==> config.mk <==
export PLATFORM = sky130hd
export DESIGN_NAME = cache_refill_ctrl
export DESIGN_NICKNAME = d
export VERILOG_FILES = /design/src/rtl/cache_refill_ctrl.sv
export SDC_FILE = /design/constraint.sdc
export NUM_CORES = 1
export LEC_CHECK = 0
export CAP_MARGIN = 20
export CORE_ASPECT_RATIO = 0.9
export CORE_MARGIN = 3
export CORE_UTILIZATION = 33
export DETAILED_ROUTE_END_ITERATION = 10
export PLACE_DENSITY = 0.8
export SLEW_MARGIN = 20
export SYNTH_ARGS = -nofsm -noshare
export SYNTH_HDL_FRONTEND = slang
export SYNTH_SLANG_ARGS = --single-unit
export TNS_END_PERCENT = 50
==> constraint.sdc <==
create_clock -name clock -period 2.1 [get_ports clock]
set_input_delay 0.525 -clock clock [delete_from_list [all_inputs] [get_ports clock]]
set_output_delay 0.525 -clock clock [all_outputs]
set_load 0.02 [all_outputs]
==> src/rtl/cache_refill_ctrl.sv <==
// Miss sequencer between the direct-mapped cache array and the SDRAM controller FIFOs.
// Define DIRTY_TRACK_EN to evict only dirty valid victims; otherwise every valid victim is written back.
module cache_refill_ctrl #(
  parameter int OFFSETWIDTH = 5,
  parameter int INDEXWIDTH  = 11
) (
  input  logic                              clock,
  input  logic                              reset_n,
  input  logic                              miss,
  input  logic [23:0]                       miss_addr,
  input  logic                              victim_valid,
  input  logic                              victim_dirty,
  input  logic [24-INDEXWIDTH-OFFSETWIDTH-1:0] victim_tag,
  output logic                              busy,
  output logic                              done,
  output logic [INDEXWIDTH-1:0]             line_index,
  output logic [OFFSETWIDTH-2:0]            word_sel,
  input  logic [15:0]                       line_rd_data,
  output logic                              line_wr_en,
  output logic [15:0]                       line_wr_data,
  output logic                              tag_wr,
  output logic [24-INDEXWIDTH-OFFSETWIDTH-1:0] tag_out,
  output logic                              valid_out,
  output logic [23:0]                       ram_addr,
  output logic                              readreq,
  output logic                              writereq,
  output logic                              read,
  output logic                              write,
  input  logic                              readready,
  input  logic                              writeready,
  input  logic [15:0]                       data_from_ram,
  output logic [15:0]                       data_to_ram
);

  localparam int TAGWIDTH = 24 - INDEXWIDTH - OFFSETWIDTH;
  localparam int WSELW    = OFFSETWIDTH - 1;
  localparam logic [WSELW-1:0] LAST_WORD = '1;

  localparam logic [2:0] S_IDLE  = 3'd0;
  localparam logic [2:0] S_RDREQ = 3'd1;
  localparam logic [2:0] S_WRREQ = 3'd2;
  localparam logic [2:0] S_EVICT = 3'd3;
  localparam logic [2:0] S_INVAL = 3'd4;
  localparam logic [2:0] S_FILL  = 3'd5;
  localparam logic [2:0] S_TAG   = 3'd6;
  localparam logic [2:0] S_DONE  = 3'd7;

  logic [2:0]            state;
  logic [2:0]            state_nxt;
  logic [WSELW-1:0]      word_cnt;
  logic [INDEXWIDTH-1:0] cap_index;
  logic [TAGWIDTH-1:0]   cap_tag;
  logic [TAGWIDTH-1:0]   cap_vtag;
  logic                  cap_evict;
  logic                  evict_req;
  logic                  unused_bits;
  logic                  word_step;

`ifdef DIRTY_TRACK_EN
  assign evict_req   = victim_valid & victim_dirty;
  assign unused_bits = ^miss_addr[OFFSETWIDTH-1:0];
`else
  // Without dirty tracking any valid victim may differ from memory, so it is always written back.
  assign evict_req   = victim_valid;
  assign unused_bits = ^{victim_dirty, miss_addr[OFFSETWIDTH-1:0]};
`endif

  always_comb begin
    state_nxt = state;
    case (state)
      S_IDLE:  if (miss) state_nxt = S_RDREQ;
      S_RDREQ: state_nxt = cap_evict ? S_WRREQ : S_INVAL;
      S_WRREQ: state_nxt = S_EVICT;
      S_EVICT: if (writeready && (word_cnt == LAST_WORD)) state_nxt = S_INVAL;
      S_INVAL: state_nxt = S_FILL;
      S_FILL:  if (readready && (word_cnt == LAST_WORD)) state_nxt = S_TAG;
      S_TAG:   state_nxt = S_DONE;
      S_DONE:  state_nxt = S_IDLE;
      default: state_nxt = S_IDLE;
    endcase
  end

  // The word counter wraps to 0 after the last word, so it is already 0 when FILL starts.
  assign word_step = ((state == S_EVICT) && writeready) || ((state == S_FILL) && readready);

  always_ff @(posedge clock or negedge reset_n) begin
    if (!reset_n) begin
      state     <= S_IDLE;
      word_cnt  <= '0;
      cap_index <= '0;
      cap_tag   <= '0;
      cap_vtag  <= '0;
      cap_evict <= 1'b0;
    end else begin
      state <= state_nxt;
      if ((state == S_IDLE) && miss) begin
        cap_index <= miss_addr[23 -: INDEXWIDTH];
        cap_tag   <= miss_addr[OFFSETWIDTH +: TAGWIDTH];
        cap_vtag  <= victim_tag;
        cap_evict <= evict_req;
      end
      if (word_step) word_cnt <= word_cnt + 1'b1;
    end
  end

  always_comb begin
    ram_addr = '0;
    if (state == S_RDREQ) ram_addr = {cap_index, cap_tag, {OFFSETWIDTH{1'b0}}};
    else if (state == S_WRREQ) ram_addr = {cap_index, cap_vtag, {OFFSETWIDTH{1'b0}}};
  end

  assign busy         = (state != S_IDLE);
  assign done         = (state == S_DONE);
  assign readreq      = (state == S_RDREQ);
  assign writereq     = (state == S_WRREQ);
  assign write        = (state == S_EVICT) && writeready;
  assign read         = (state == S_FILL) && readready;
  assign line_wr_en   = read;
  assign line_wr_data = data_from_ram;
  assign data_to_ram  = line_rd_data;
  // Invalidate before the fill so a partially refilled line is never seen valid.
  assign tag_wr       = (state == S_INVAL) || (state == S_TAG);
  assign valid_out    = (state == S_TAG);
  assign tag_out      = cap_tag;
  assign line_index   = cap_index;
  assign word_sel     = word_cnt;

endmodule

==> reports/summary.md <==
After detailed routing, the number of remaining DRC violations is 0. The first global-routing pass estimated 7.107 mm of wire. The width of the die came out at 88.41 µm.

For this block, the via count after detailed routing is 1,387. Entering global routing, the biggest net connects 36 pins. Compared with the post-synthesis result, the final layout area differs by 40.32%.

STA classifies the critical path startpoint as a flip-flop. The top cell types in the final layout, fill and taps aside, are sky130_fd_sc_hd__clkdlybuf4s50_1 (54), sky130_fd_sc_hd__dfrtp_1 (33), sky130_fd_sc_hd__buf_4 (21). Cell internal power was estimated by the tool at 2.497 mW. The core region area was 5791 µm²; the clock-pin slew of the registers on the worst-case setup and hold paths was 0.07 ns. The tools report the count of TritonRoute iterations in the first routing pass as 3. Startpoint of the most critical setup path: state[1]. For the final number of hold-violating endpoints, the log shows 0. The wire-length estimate of the detail-placed layout is 3.209 mm. TritonCTS built the clock tree. In this run the vertical extent of the chip is 80.17 µm. The required time of the worst setup path is 1.57 ns.

In the final timing run, aggregate negative setup slack is 0 ns. The final number of max-transition violations was 0; the average instance area after synthesis was 12.22 µm². The remaining antenna violation count was 0.

The run finished with clean final reports. The critical path class is flip-flop to primary output. Across the whole layout, storage elements account for 878.3 µm². Synthesis handed over a netlist of 165 instances. Fill cells in the final layout number 531.

After detailed routing, the average wire length per cell comes to 14.61 µm. The switching part of the total power was 35.20%; the overall fraction of global-route tracks in use was 13.25%. The ratio of total power to cell area is 1362 nW/µm². The run gives 30 as the distinct cell type count of the synthesized netlist. The logs give 0.7232 for the global placer's final weighted congestion and 5 for the number of buffers created by CTS.

Clock tree synthesis selected as its root buffer the cell sky130_fd_sc_hd__clkbuf_8. Max-cap violations in this run came to 0. The multi-input combinational cells in the finished layout cover a total of 812.0 µm².

The library cell used most frequently in the layout, excluding fill and tap cells, is sky130_fd_sc_hd__clkdlybuf4s50_1. In this run the critical register-to-register path is launched from state[1]. The initial antenna violation count came out at 0. The mean number of vias per cell is 4.503, and the relative contribution of the clock network to total power is 16.1%. The row count is 26.

For this design the static power due to leakage is 1.362 nW. The tools report the final routed wirelength across all metal layers as 4.501 mm. In this run, flip-flops and latches consume 33.0% of the power. The worst flop-to-flop path endpoint is tag_out[0]. The post-route total power was 3.854 mW.

In this run the worst hold path is classified as input port to async pin. The buffer levels on the longest clock path is 2, and the insertion delay to the later sink of the worst-skew pair is 0.28 ns. The run gives 0 as the antenna diode instance count.

The number of buffers inserted for hold repair after clock tree synthesis is 0. The period utilization is 97.24%. Setup repair after global routing could not meet its margin everywhere. The endpoint of the worst setup timing path is ram_addr[10]. The tools report the via count of the first global-routing pass as 1,426.

In this run the register-to-register setup slack is 0.09 ns. Static timing analysis puts the maximum clock frequency at 0.4897 GHz. The analysis attributes to net switching a power of 1.356 mW. Yosys printed 0 warnings.

Critical path capture point type: a primary output. In this run the number of H-tree levels came out at 2. The count of buffers added on input and output ports is 83. The share of the yosys chip area belonging to registers is 43.42%, and the clock skew after layout is 0.007839 ns.

Synthesis inferred 35 register bits. For the worst flop-to-flop path, the logic depth is 7. The tools report the DRC marker count from the first detailed-route iteration as 39.

The data arrival time of the critical path is 1.52 ns. The tree built by TritonCTS fans out to 35 sinks. The number of nets in the final layout was 309. The worst-case IR drop observed on VDD is 607.3 µV. In this run the worst path has a maximum fanout of 4.

The synthesized netlist occupies a cell area of 2017 µm². The share of final-layout standard cells stronger than drive strength 1 came out at 39.08%. The combinational group share of total power was 50.9%; the clock period minus final worst setup slack was 2.042 ns.

Pin placement for this block handled 159 I/O pins. Setup violations remaining at the end of the flow were counted as 0. For this run the aggregate overflow at the end of global routing stands at 0. The die covers 7087 µm². Once the floorplan was initialized, standard cells occupied 34.83% of the core.
## per-stage QoR
stage,hold slack [ns],cell area (µm²),worst slack [ns],utilization [%],cells
finish,0.1977,2830,0.05799,48.88,308
global route,0.1889,2830,-0.02895,48.88,308
global placement,0.4872,2758,-0.2548,47.62,296
floorplan,0.2294,2034,0.1209,-,169
CTS,0.1926,2844,-0.06646,49.11,306
detailed placement,0.4980,2758,-0.2797,47.62,296
## layer usage
metal	part of all wire (%)	wire [µm]	vias to the layer above	global-route usage [%]
li1	-	-	659	-
met1	42	1895	643	15.95
met2	46	2068	74	21.38
met3	11	479	11	5.231
met4	1.3	58	0	4.683
met5	0	0	-	0
## state kept, by name, summed over array words and instances (netlist names)
name and flops:
line_index 11, cap_vtag 8, tag_out 8, word_sel 4, state 3, cap_evict 1
## how the worst min path moves through the flow
stage	startpoint	to	slack, ns	cells after the start
floorplan	reset_n	cap_evict	0.23	0
global placement	word_sel[3]	word_sel[3]	0.49	1
detailed placement	reset_n	line_index[4]	0.50	2
CTS	reset_n	line_index[7]	0.19	2
global route	reset_n	line_index[7]	0.19	2
finish	reset_n	tag_out[5]	0.20	2
## worst max-delay path: stages, from the launching register on
cell and delay, ns:
sky130_fd_sc_hd__dfrtp_2 0.42, sky130_fd_sc_hd__buf_4 0.15, sky130_fd_sc_hd__nand2b_4 0.08, sky130_fd_sc_hd__nor2_2 0.05, sky130_fd_sc_hd__buf_4 0.15, sky130_fd_sc_hd__a22o_1 0.22
sky130_fd_sc_hd__buf_2 0.16
## power by group through the flow
stage / clock network (mW) / registers, mW / logic, mW
after floorplan: 0 / 1.50 / 0.908
after global placement: 0 / 1.27 / 1.94
after detailed placement: 0 / 1.28 / 1.97
after CTS: 0.646 / 1.28 / 1.95
after global routing: 0.690 / 1.33 / 2.10
final: 0.620 / 1.27 / 1.96
## cells by family after synthesis
kind of cell             after synthesis  synth area share (%)
adder cells (fa/ha/maj)                1                0.6202
buffers and inverters                 50                 18.49
XOR/XNOR                               3                 1.303
other                                  1                0.1859
AO/OA/AOI/OAI                         17                 6.390
AND/OR/NAND/NOR                       29                 9.677
multiplexers                          29                 19.91
flip-flops                            35                 43.42
## repair_timing
action / in CTS / in global routing
buffers inserted: 1 / 2
endpoints found under the hold margin: 0 / 0
pin swaps: 1 / 1
resized for setup: 87 / 23
cloned: 1 / 0
endpoints found under the setup margin: 28 / 25
## synth_stat cells (all sizes together)
library cell / instances / share of area [%]
a22o: 8 / 3.5
xnor2: 1 / 0.43
nand4b: 2 / 0.87
ha: 1 / 0.62
xor2: 2 / 0.87
nand3: 3 / 0.74
conb: 1 / 0.19
a32oi: 1 / 0.43
clkbuf: 1 / 0.19
nand2: 1 / 0.19
mux2: 29 / 20
dfrtp: 35 / 43
or3: 1 / 0.56
a21oi: 2 / 0.50
a211o: 1 / 0.43
a22oi: 1 / 0.37
a2bb2oi: 1 / 0.43
and2: 11 / 3.4
and3: 3 / 0.93
nor3b: 1 / 0.62
buf: 43 / 17
nand2b: 2 / 0.62
inv: 6 / 1.1
o21ai: 3 / 0.74
nor2: 5 / 1.7
## layout make-up
| type | instances | area share (%) |
|---|---|---|
| well taps | 70 | 3.095 |
| clock inverters | 2 | 1.238 |
| repair buffers | 105 | 32.23 |
| clock buffers | 6 | 2.918 |
| inverters | 6 | 0.7958 |
| multi-input cells | 84 | 28.69 |
| flip-flops and latches | 35 | 31.03 |
Note: power is estimated with default switching activity, not from simulation.
